## src/rtl/hazard_pkg.sv

```systemverilog
// Shared encodings for the hazard/forwarding controller: operand-select codes,
// multicycle-op FSM states and the common forwarding-select rule.
package hazard_pkg;

    localparam logic [1:0] FWD_REG = 2'b00;
    localparam logic [1:0] FWD_WB  = 2'b01;
    localparam logic [1:0] FWD_MEM = 2'b10;

    typedef enum logic {
        MD_IDLE = 1'b0,
        MD_BUSY = 1'b1
    } md_state_t;

    // M has priority over W: it holds the younger result of the same register.
    function automatic logic [1:0] fwd_sel(
        input logic [4:0] src,
        input logic [4:0] wr_m,
        input logic       rw_m,
        input logic [4:0] wr_w,
        input logic       rw_w
    );
        logic [1:0] sel;
        sel = FWD_REG;
        if (src != 5'd0 && rw_m && src == wr_m)
            sel = FWD_MEM;
        else if (src != 5'd0 && rw_w && src == wr_w)
            sel = FWD_WB;
        return sel;
    endfunction

endpackage

```

## src/rtl/md_stall_timer.sv

```systemverilog
// Tracks a multicycle (mul/div) op occupying E: busy for MD_LATENCY-1 cycles
// after the issue cycle, with a done pulse on the last busy cycle.
//
//  state   | meaning
//  MD_IDLE | no multicycle op in flight; waiting for an issue
//  MD_BUSY | op occupies E; counter runs down to 0, then back to idle
module md_stall_timer
    import hazard_pkg::*;
#(
    parameter int MD_LATENCY = 4
) (
    input  logic i_clk,
    input  logic i_rst,
    input  logic i_md_start,
    output logic o_md_busy,
    output logic o_md_done
);

    localparam int CW = (MD_LATENCY > 2) ? $clog2(MD_LATENCY - 1) : 1;
    localparam logic [CW-1:0] LOAD_VAL = CW'(MD_LATENCY - 2);

    md_state_t       r_state;
    md_state_t       w_state_nxt;
    logic [CW-1:0]   r_cnt;
    logic [CW-1:0]   w_cnt_nxt;

    always_ff @(posedge i_clk) begin
        if (i_rst) begin
            r_state <= MD_IDLE;
            r_cnt   <= '0;
        end else begin
            r_state <= w_state_nxt;
            r_cnt   <= w_cnt_nxt;
        end
    end

    // Issue requests arriving while busy are dropped: E is held, so nothing new can issue.
    always_comb begin
        w_state_nxt = r_state;
        w_cnt_nxt   = r_cnt;
        case (r_state)
            MD_IDLE: begin
                if (i_md_start) begin
                    w_state_nxt = MD_BUSY;
                    w_cnt_nxt   = LOAD_VAL;
                end
            end
            MD_BUSY: begin
                if (r_cnt == '0)
                    w_state_nxt = MD_IDLE;
                else
                    w_cnt_nxt = r_cnt - CW'(1);
            end
            default: begin
                w_state_nxt = MD_IDLE;
                w_cnt_nxt   = '0;
            end
        endcase
    end

    // A reset on the final busy cycle suppresses the done pulse (the op is aborted).
    always_comb begin
        o_md_busy = (r_state == MD_BUSY);
        o_md_done = (r_state == MD_BUSY) && (r_cnt == '0) && !i_rst;
    end

endmodule

```

## src/rtl/hazard_control_unit.sv

```systemverilog
// Hazard/forwarding controller for the 5-stage core: operand forwarding, load-use and
// branch stalls, flushes, multicycle-op stalling and saturating stall/flush counters.
module hazard_control_unit
    import hazard_pkg::*;
#(
    parameter int MD_LATENCY = 4,
    parameter int CNT_W      = 32
) (
    input  logic             clk,
    input  logic             rst,
    input  logic [4:0]       rsD,
    input  logic [4:0]       rtD,
    input  logic             branchD,
    input  logic             jumpD,
    input  logic             pcSrcD,
    input  logic [4:0]       rsE,
    input  logic [4:0]       rtE,
    input  logic [4:0]       writeRegE,
    input  logic             regWriteE,
    input  logic             memToRegE,
    input  logic             mdStartE,
    input  logic [4:0]       writeRegM,
    input  logic             regWriteM,
    input  logic             memToRegM,
    input  logic [4:0]       writeRegW,
    input  logic             regWriteW,
    output logic [1:0]       forwardAE,
    output logic [1:0]       forwardBE,
    output logic             forwardAD,
    output logic             forwardBD,
    output logic             stallF,
    output logic             stallD,
    output logic             stallE,
    output logic             flushD,
    output logic             flushE,
    output logic             flushM,
    output logic             mdBusy,
    output logic             mdDone,
    output logic [CNT_W-1:0] stallCount,
    output logic [CNT_W-1:0] flushCount
);

    logic w_lw_stall;
    logic w_br_stall;
    logic w_hz_stall;
    logic w_br_e_hit;
    logic w_br_m_hit;
    logic w_md_busy;
    logic w_md_done;

    logic [CNT_W-1:0] r_stall_cnt;
    logic [CNT_W-1:0] r_flush_cnt;

    md_stall_timer #(
        .MD_LATENCY (MD_LATENCY)
    ) u_md_timer (
        .i_clk      (clk),
        .i_rst      (rst),
        .i_md_start (mdStartE),
        .o_md_busy  (w_md_busy),
        .o_md_done  (w_md_done)
    );

    always_comb begin
        forwardAE = fwd_sel(rsE, writeRegM, regWriteM, writeRegW, regWriteW);
        forwardBE = fwd_sel(rtE, writeRegM, regWriteM, writeRegW, regWriteW);
        forwardAD = (rsD != 5'd0) && regWriteM && (rsD == writeRegM);
        forwardBD = (rtD != 5'd0) && regWriteM && (rtD == writeRegM);
    end

    // A branch compares in D, so it must wait for an ALU result still in E or a load still in M.
    always_comb begin
        w_lw_stall = memToRegE && (rtE != 5'd0) && ((rtE == rsD) || (rtE == rtD));
        w_br_e_hit = regWriteE && (writeRegE != 5'd0) &&
                     ((writeRegE == rsD) || (writeRegE == rtD));
        w_br_m_hit = memToRegM && (writeRegM != 5'd0) &&
                     ((writeRegM == rsD) || (writeRegM == rtD));
        w_br_stall = branchD && (w_br_e_hit || w_br_m_hit);
        w_hz_stall = w_lw_stall || w_br_stall;
    end

    always_comb begin
        stallF = 1'b0;
        stallD = 1'b0;
        stallE = 1'b0;
        flushD = 1'b0;
        flushE = 1'b0;
        flushM = 1'b0;
        if (rst) begin
            stallF = 1'b0;
        end else if (w_md_busy) begin
            // Busy freezes F/D/E and bubbles M; any pending hazard waits until idle.
            stallF = 1'b1;
            stallD = 1'b1;
            stallE = 1'b1;
            flushM = 1'b1;
        end else begin
            stallF = w_hz_stall;
            stallD = w_hz_stall;
            flushE = w_hz_stall;
            flushD = (pcSrcD || jumpD) && !w_hz_stall;
        end
    end

    always_ff @(posedge clk) begin
        if (rst) begin
            r_stall_cnt <= '0;
            r_flush_cnt <= '0;
        end else begin
            if (stallF && (r_stall_cnt != '1))
                r_stall_cnt <= r_stall_cnt + CNT_W'(1);
            if ((flushD || flushE) && (r_flush_cnt != '1))
                r_flush_cnt <= r_flush_cnt + CNT_W'(1);
        end
    end

    always_comb begin
        mdBusy     = w_md_busy;
        mdDone     = w_md_done;
        stallCount = r_stall_cnt;
        flushCount = r_flush_cnt;
    end

endmodule

```

## config.mk

```make
export PLATFORM = sky130hd
export DESIGN_NAME = hazard_control_unit
export DESIGN_NICKNAME = d
export VERILOG_FILES = /design/src/rtl/hazard_pkg.sv /design/src/rtl/md_stall_timer.sv /design/src/rtl/hazard_control_unit.sv
export SDC_FILE = /design/constraint.sdc
export NUM_CORES = 1
export LEC_CHECK = 0
export ABC_AREA = 0
export CAP_MARGIN = 10
export CORE_UTILIZATION = 44
export CTS_CLUSTER_SIZE = 20
export DETAILED_ROUTE_END_ITERATION = 7
export GPL_TIMING_DRIVEN = 0
export PLACE_DENSITY = 0.74
export SLEW_MARGIN = 20
export SYNTH_ARGS = -nofsm -noshare
export SYNTH_HDL_FRONTEND = slang
export SYNTH_SLANG_ARGS = --single-unit
```

## constraint.sdc

```tcl
create_clock -name clk -period 3.35 [get_ports clk]
set_clock_uncertainty 0.05 [all_clocks]
set_input_delay 0.5025 -clock clk [delete_from_list [all_inputs] [get_ports clk]]
set_output_delay 0.5025 -clock clk [all_outputs]
set_load 0.005 [all_outputs]
```

Yosys cells after proc, flatten, opt, wreduce, memory -nomap -nowiden. Cells that the tools add are included. Widths: inputs -> output; s select.

Bits in registers: 67. Latch bits: 0. Input bits: 46. Memory bits (writable): 0. Output and inout port bits: 78. ROM bits: 0. Memories kept: 0. Word-level logic and storage cells: 83.

Bitwise operators: 1. Magnitude comparators: 0. Eq/ne operators: 16. Divide/modulo/power cells: 0. Multiplexer cells: 18. Reductions and logical operators: 41. Shift operators: 0. Multiply operators: 0. Add/sub/neg operators: 3.

Operators with widths (number): $add 32x1->32 const B (2); $ne 32x32->1 const B (2); $eq 5x5->1 (12); $reduce_bool 5->1 (6); $logic_and 1x1->1 (24); $mux 1 (12); $mux 2 (4); $logic_or 1x1->1 (7); $ne 2x2->1 const B (2); $pmux 2 s2 (1); $logic_not 1->1 (2); $logic_not 2->1 (1); $pmux 1 s2 (1); $reduce_and 2->1 (1); $sub 2x1->2 const B (1); $not 1->1 (1).

Logic depth before layout (Yosys ltp).
Depth in word-level cells: 12. Depth in mapped cells: 10. Mapped depth without buffers: 7.

Cells and area by module. Synthesis repeated with hierarchy kept, for this count alone.

Cells, all modules: 547. Area, all modules: 4495.6 um^2.

By module, submodules not included: hazard_control_unit (area an instance 4332.9 um^2, times used 1, cells an instance 532, seq. area each 1281.2 um^2); md_stall_timer (area an instance 162.7 um^2, times used 1, cells an instance 15, seq. area each 60.1 um^2).

Worst setup path after synthesis. No wires, ideal clock.

Path kind: input-to-output. Start point: in rtE[1]. End point: out stallF. Data required time: 2.797 ns. Path buffers: 4. Stages: 8. Path slack: 0.616 ns. Arrival: 2.181 ns. Path through: clkbuf_1 or4_1 o221ai_1 and4bb_1 buf_6 buf_2 nor2_1 buf_4.

Longest elaborated chain between the ends: 6. Elaborated cells on any way between the ends: 9. Those cells by class: eq/ne (2); mux (2); reduce/logical (5).

RTL lines: start, declared (line hazard_control_unit.sv:17) `input logic [4:0] rtE,`; $eq 5x5->1 or $reduce_bool 5->1 (tied branches) (line hazard_control_unit.sv:73) `w_lw_stall = memToRegE && (rtE != 5'd0) && ((rtE == rsD) || (rtE == rtD));`; $logic_or 1x1->1 or $logic_and 1x1->1 (tied branches) (line hazard_control_unit.sv:73); $logic_and 1x1->1 (*) (line hazard_control_unit.sv:73); $logic_or 1x1->1 (*) (line hazard_control_unit.sv:79) `w_hz_stall = w_lw_stall || w_br_stall;`; $mux 1 (*) (2 in series); end, declared (line hazard_control_unit.sv:31) `output logic stallF,`.

Every way passes the cells marked *; elsewhere a longest branch is shown, timed or not.

Worst setup path after layout.
Start point: in rtE[0]. End point: out stallF.

Longest elaborated chain between the ends: 6. Elaborated cells on any way between the ends: 9. Those cells by class: eq/ne (2); mux (2); reduce/logical (5).

RTL lines: $eq 5x5->1 or $reduce_bool 5->1 (tied branches) (line hazard_control_unit.sv:73); $logic_or 1x1->1 or $logic_and 1x1->1 (tied branches) (line hazard_control_unit.sv:73); $logic_and 1x1->1 (*) (line hazard_control_unit.sv:73); $logic_or 1x1->1 (*) (line hazard_control_unit.sv:79); $mux 1 (*) (line hazard_control_unit.sv:91) `end else if (w_md_busy) begin`; $mux 1 (*) (line hazard_control_unit.sv:89) `if (rst) begin`.

Marks and branches as above.

==> results.json <==
{
  "crit_arrival_ps": 2680,
  "wl_um": 14000,
  "cts.clk_slew.worst_paths_ps": 70,
  "cts-buffers-inserted": 9,
  "grt_pass1_vias": 4724,
  "final_antenna_net_count": 0,
  "tightest_slew_ps": 648,
  "max_freq_ghz": 0.310,
  "async_flop_share_pct": 0,
  "drive_above_1_share_pct": 9.47,
  "hpwl_um": 10400,
  "start_kind": "primary input",
  "die-area_um2": 10500,
  "multi_input_area_um2": 2830,
  "synth_cells": 546,
  "antenna_found_initial": 0,
  "clock_latency_ps": 350,
  "syn_nets": 595,
  "fin_cells": 809,
  "placed_area_um2": 5730,
  "synth_edf_count": 0,
  "register_area_um2": 1340,
  "wl_per_cell_um": 17.3,
  "clock_power_share_pct": 36.4,
  "peakVddDrop_mv": 0.240,
  "min_path_type": "reg -> reg",
  "yosysTopAreaCell": "dfxtp_1",
  "power.switching_w": 0.000488,
  "clockRootBuffer": "clkbuf_8",
  "ys_ff_latch": 67,
  "cts.htree.levels": 3,
  "synth_top_area_share_pct": 30.3,
  "ys_top_cells_by_count": "dfxtp_1 (67), a21oi_1 (38), xnor2_1 (36), nand3_1 (35), or4_1 (35)",
  "switching_share_pct": 27.8,
  "grt_use_met1_pct": 34.4,
  "outcome": "finished clean",
  "grt_pass1_wl_um": 23000,
  "globalRouteTotalUtil_pct": 27.9,
  "power_frac_seq_pct": 46.3,
  "core_area_um2": 9770,
  "fp.dieH_um": 102,
  "worstSetupEndpointType": "output pin",
  "min_period_ps": 3230,
  "cp_max_fo": 6,
  "min_period_over_period_pct": 96.4,
  "fillers": 931,
  "synth_cell_types": 51,
  "syn_area_per_cell_um2": 8.11,
  "drtIter0Drc": 310,
  "ys_seq_area_share_pct": 30.3,
  "top_level_ports": 124,
  "grt_max_degree": 19,
  "cts_tree": "yes",
  "finalSetupViolCount": 0,
  "final_core_util_pct": 60.7,
  "synth_area_um2": 4430,
  "area_growth_pct": 33.9,
  "hold_viol_final": 0,
  "critPathRequiredTime_ps": 2800,
  "clockBufferDepth": 2,
  "internal_power_w": 0.00127,
  "port_buffers": 113,
  "stdcell_area_um2": 5930,
  "grt_remaining_overflow": 0,
  "diodes": 0,
  "first_pass_iters": 5,
  "use_met3_pct": 5.54,
  "comb_power_share_pct": 17.3,
  "final_max_slew_viol_count": 0,
  "busiest_layer": "met2",
  "maxSlewHeadroom_pct": 56.8,
  "placed_cells": 792,
  "cts.sinks": 67,
  "die_x_um": 102,
  "crit_type": "in -> out",
  "cap_viol_max_count": 0,
  "drc": 0,
  "power_leakage_nw": 1.98,
  "synth_top_flop_cell": "dfxtp_1",
  "yosysMostFrequentCell": "dfxtp_1",
  "start_util_pct": 45.3,
  "vias": 4890,
  "p_per_area_nw_per_um2": 296,
  "gp_congestion": 0.891,
  "final_nets": 720,
  "met2_usage_pct": 47.6,
  "ys_warn_count": 0,
  "detail_route.vias_per_cell": 6.04,
  "synth_area_leaders": "dfxtp_1 (30%), xnor2_1 (7.1%), or4_1 (5.9%)",
  "fp-row-count": 36
}
-- cell families (layout without fill, tap and decap cells) --
logic type	count (synthesis)	in the layout	synth area share (%)
AOI/OAI and AO/OA	104	104	15.1
xor gates and xnor gates	50	50	9.89
adders and majority gates	3	3	0.848
buffers and inverters	53	183	6.33
DFF	67	67	30.3
muxes	16	16	3.98
and+or+nand+nor	253	253	33.6
-- cell usage in the layout, fill, tap and decap left out, types with 9 or more instances in the layout --
master,synthesis,final
buf_2,10,9
nand2_1,25,25
clkbuf_8,0,12
or4_1,35,34
clkdlybuf4s50_1,0,97
o31ai_1,24,24
o21ai_0,16,16
nor4_1,18,18
nor2b_1,13,13
and3_1,20,20
or3_1,13,13
nand3_1,35,35
buf_4,6,9
dlygate4sd2_1,0,12
xnor2_1,36,36
a21oi_1,38,38
clkbuf_1,23,22
and4_1,10,10
xor2_1,14,14
nand4_1,27,27
dfxtp_1,67,67
nor2_1,33,32
nor3_1,9,9
-- stage by stage --
step | hold slack, ps | total power [W] | worst slack, ps | TNS (ps)
floorplan | 406 | 0.000998 | 616 | 0
global placement | 417 | 0.00113 | -397 | -783
detailed placement | 430 | 0.00113 | -442 | -896
CTS | 442 | 0.00176 | 7.99 | 0
global route | 464 | 0.00183 | -0.265 | -0.265
finish | 440 | 0.00176 | 120 | 0
-- critical path, cell delays in order --
cell and delay [ps]:
clkbuf_1 330, xnor2_1 170, nand3_1 90, nor3_1 290
o221ai_2 180, and4bb_2 280, buf_8 130, nor2_2 100
buf_4 120, clkdlybuf4s50_1 490
-- layer usage --
layer | wire length, µm | part of all wire [%]
met1 | 5980 | 43
met5 | 0 | 0
met2 | 6830 | 49
met4 | 326 | 2.3
met3 | 896 | 6.4
-- path summary, 6_finish.rpt --
kind / from / endpoint / slack, ps / cells after the start
setup / recovery: rtE[0] / stallF / 120 / 10
hold / removal: u_md_timer.r_cnt[1] / u_md_timer.r_cnt[1] / 440 / 2
hold reg to reg: u_md_timer.r_cnt[1] / u_md_timer.r_cnt[1] / 440 / 2
setup reg to reg: flushCount[6] / flushCount[8] / 580 / 10
-- area by class of cell --
class	instances	area share [%]
clock buffer	12	2.78
buffer	47	4.41
sequential	67	22.6
clock inverter	4	0.401
multi-input combinational	426	47.8
timing repair buffer	116	19.0
tap	133	2.81
inverter	4	0.253
-- sequential cells by signal, summed over array words and instances, names as in the netlist --
name,flops
flushCount,32
stallCount,32
u_md_timer.o_md_busy,1
u_md_timer.r_cnt,2
-- power groups by stage --
stage	combinational, W	clock [W]	sequential [W]
floorplan	0.000168	0	0.000829
global placement	0.000295	0	0.000831
detailed placement	0.000303	0	0.000831
CTS	0.000301	0.000651	0.000812
global route	0.000330	0.000687	0.000813
finish	0.000304	0.000640	0.000812
-- what timing repair did --
item / in CTS / in global routing
buffers inserted: 2 / 1
endpoints found under the setup margin: 4 / 4
pin swaps: 1 / 4
resized for setup: 20 / 10
hold buffers: 0 / 0
(Power assumes the default switching activity.)
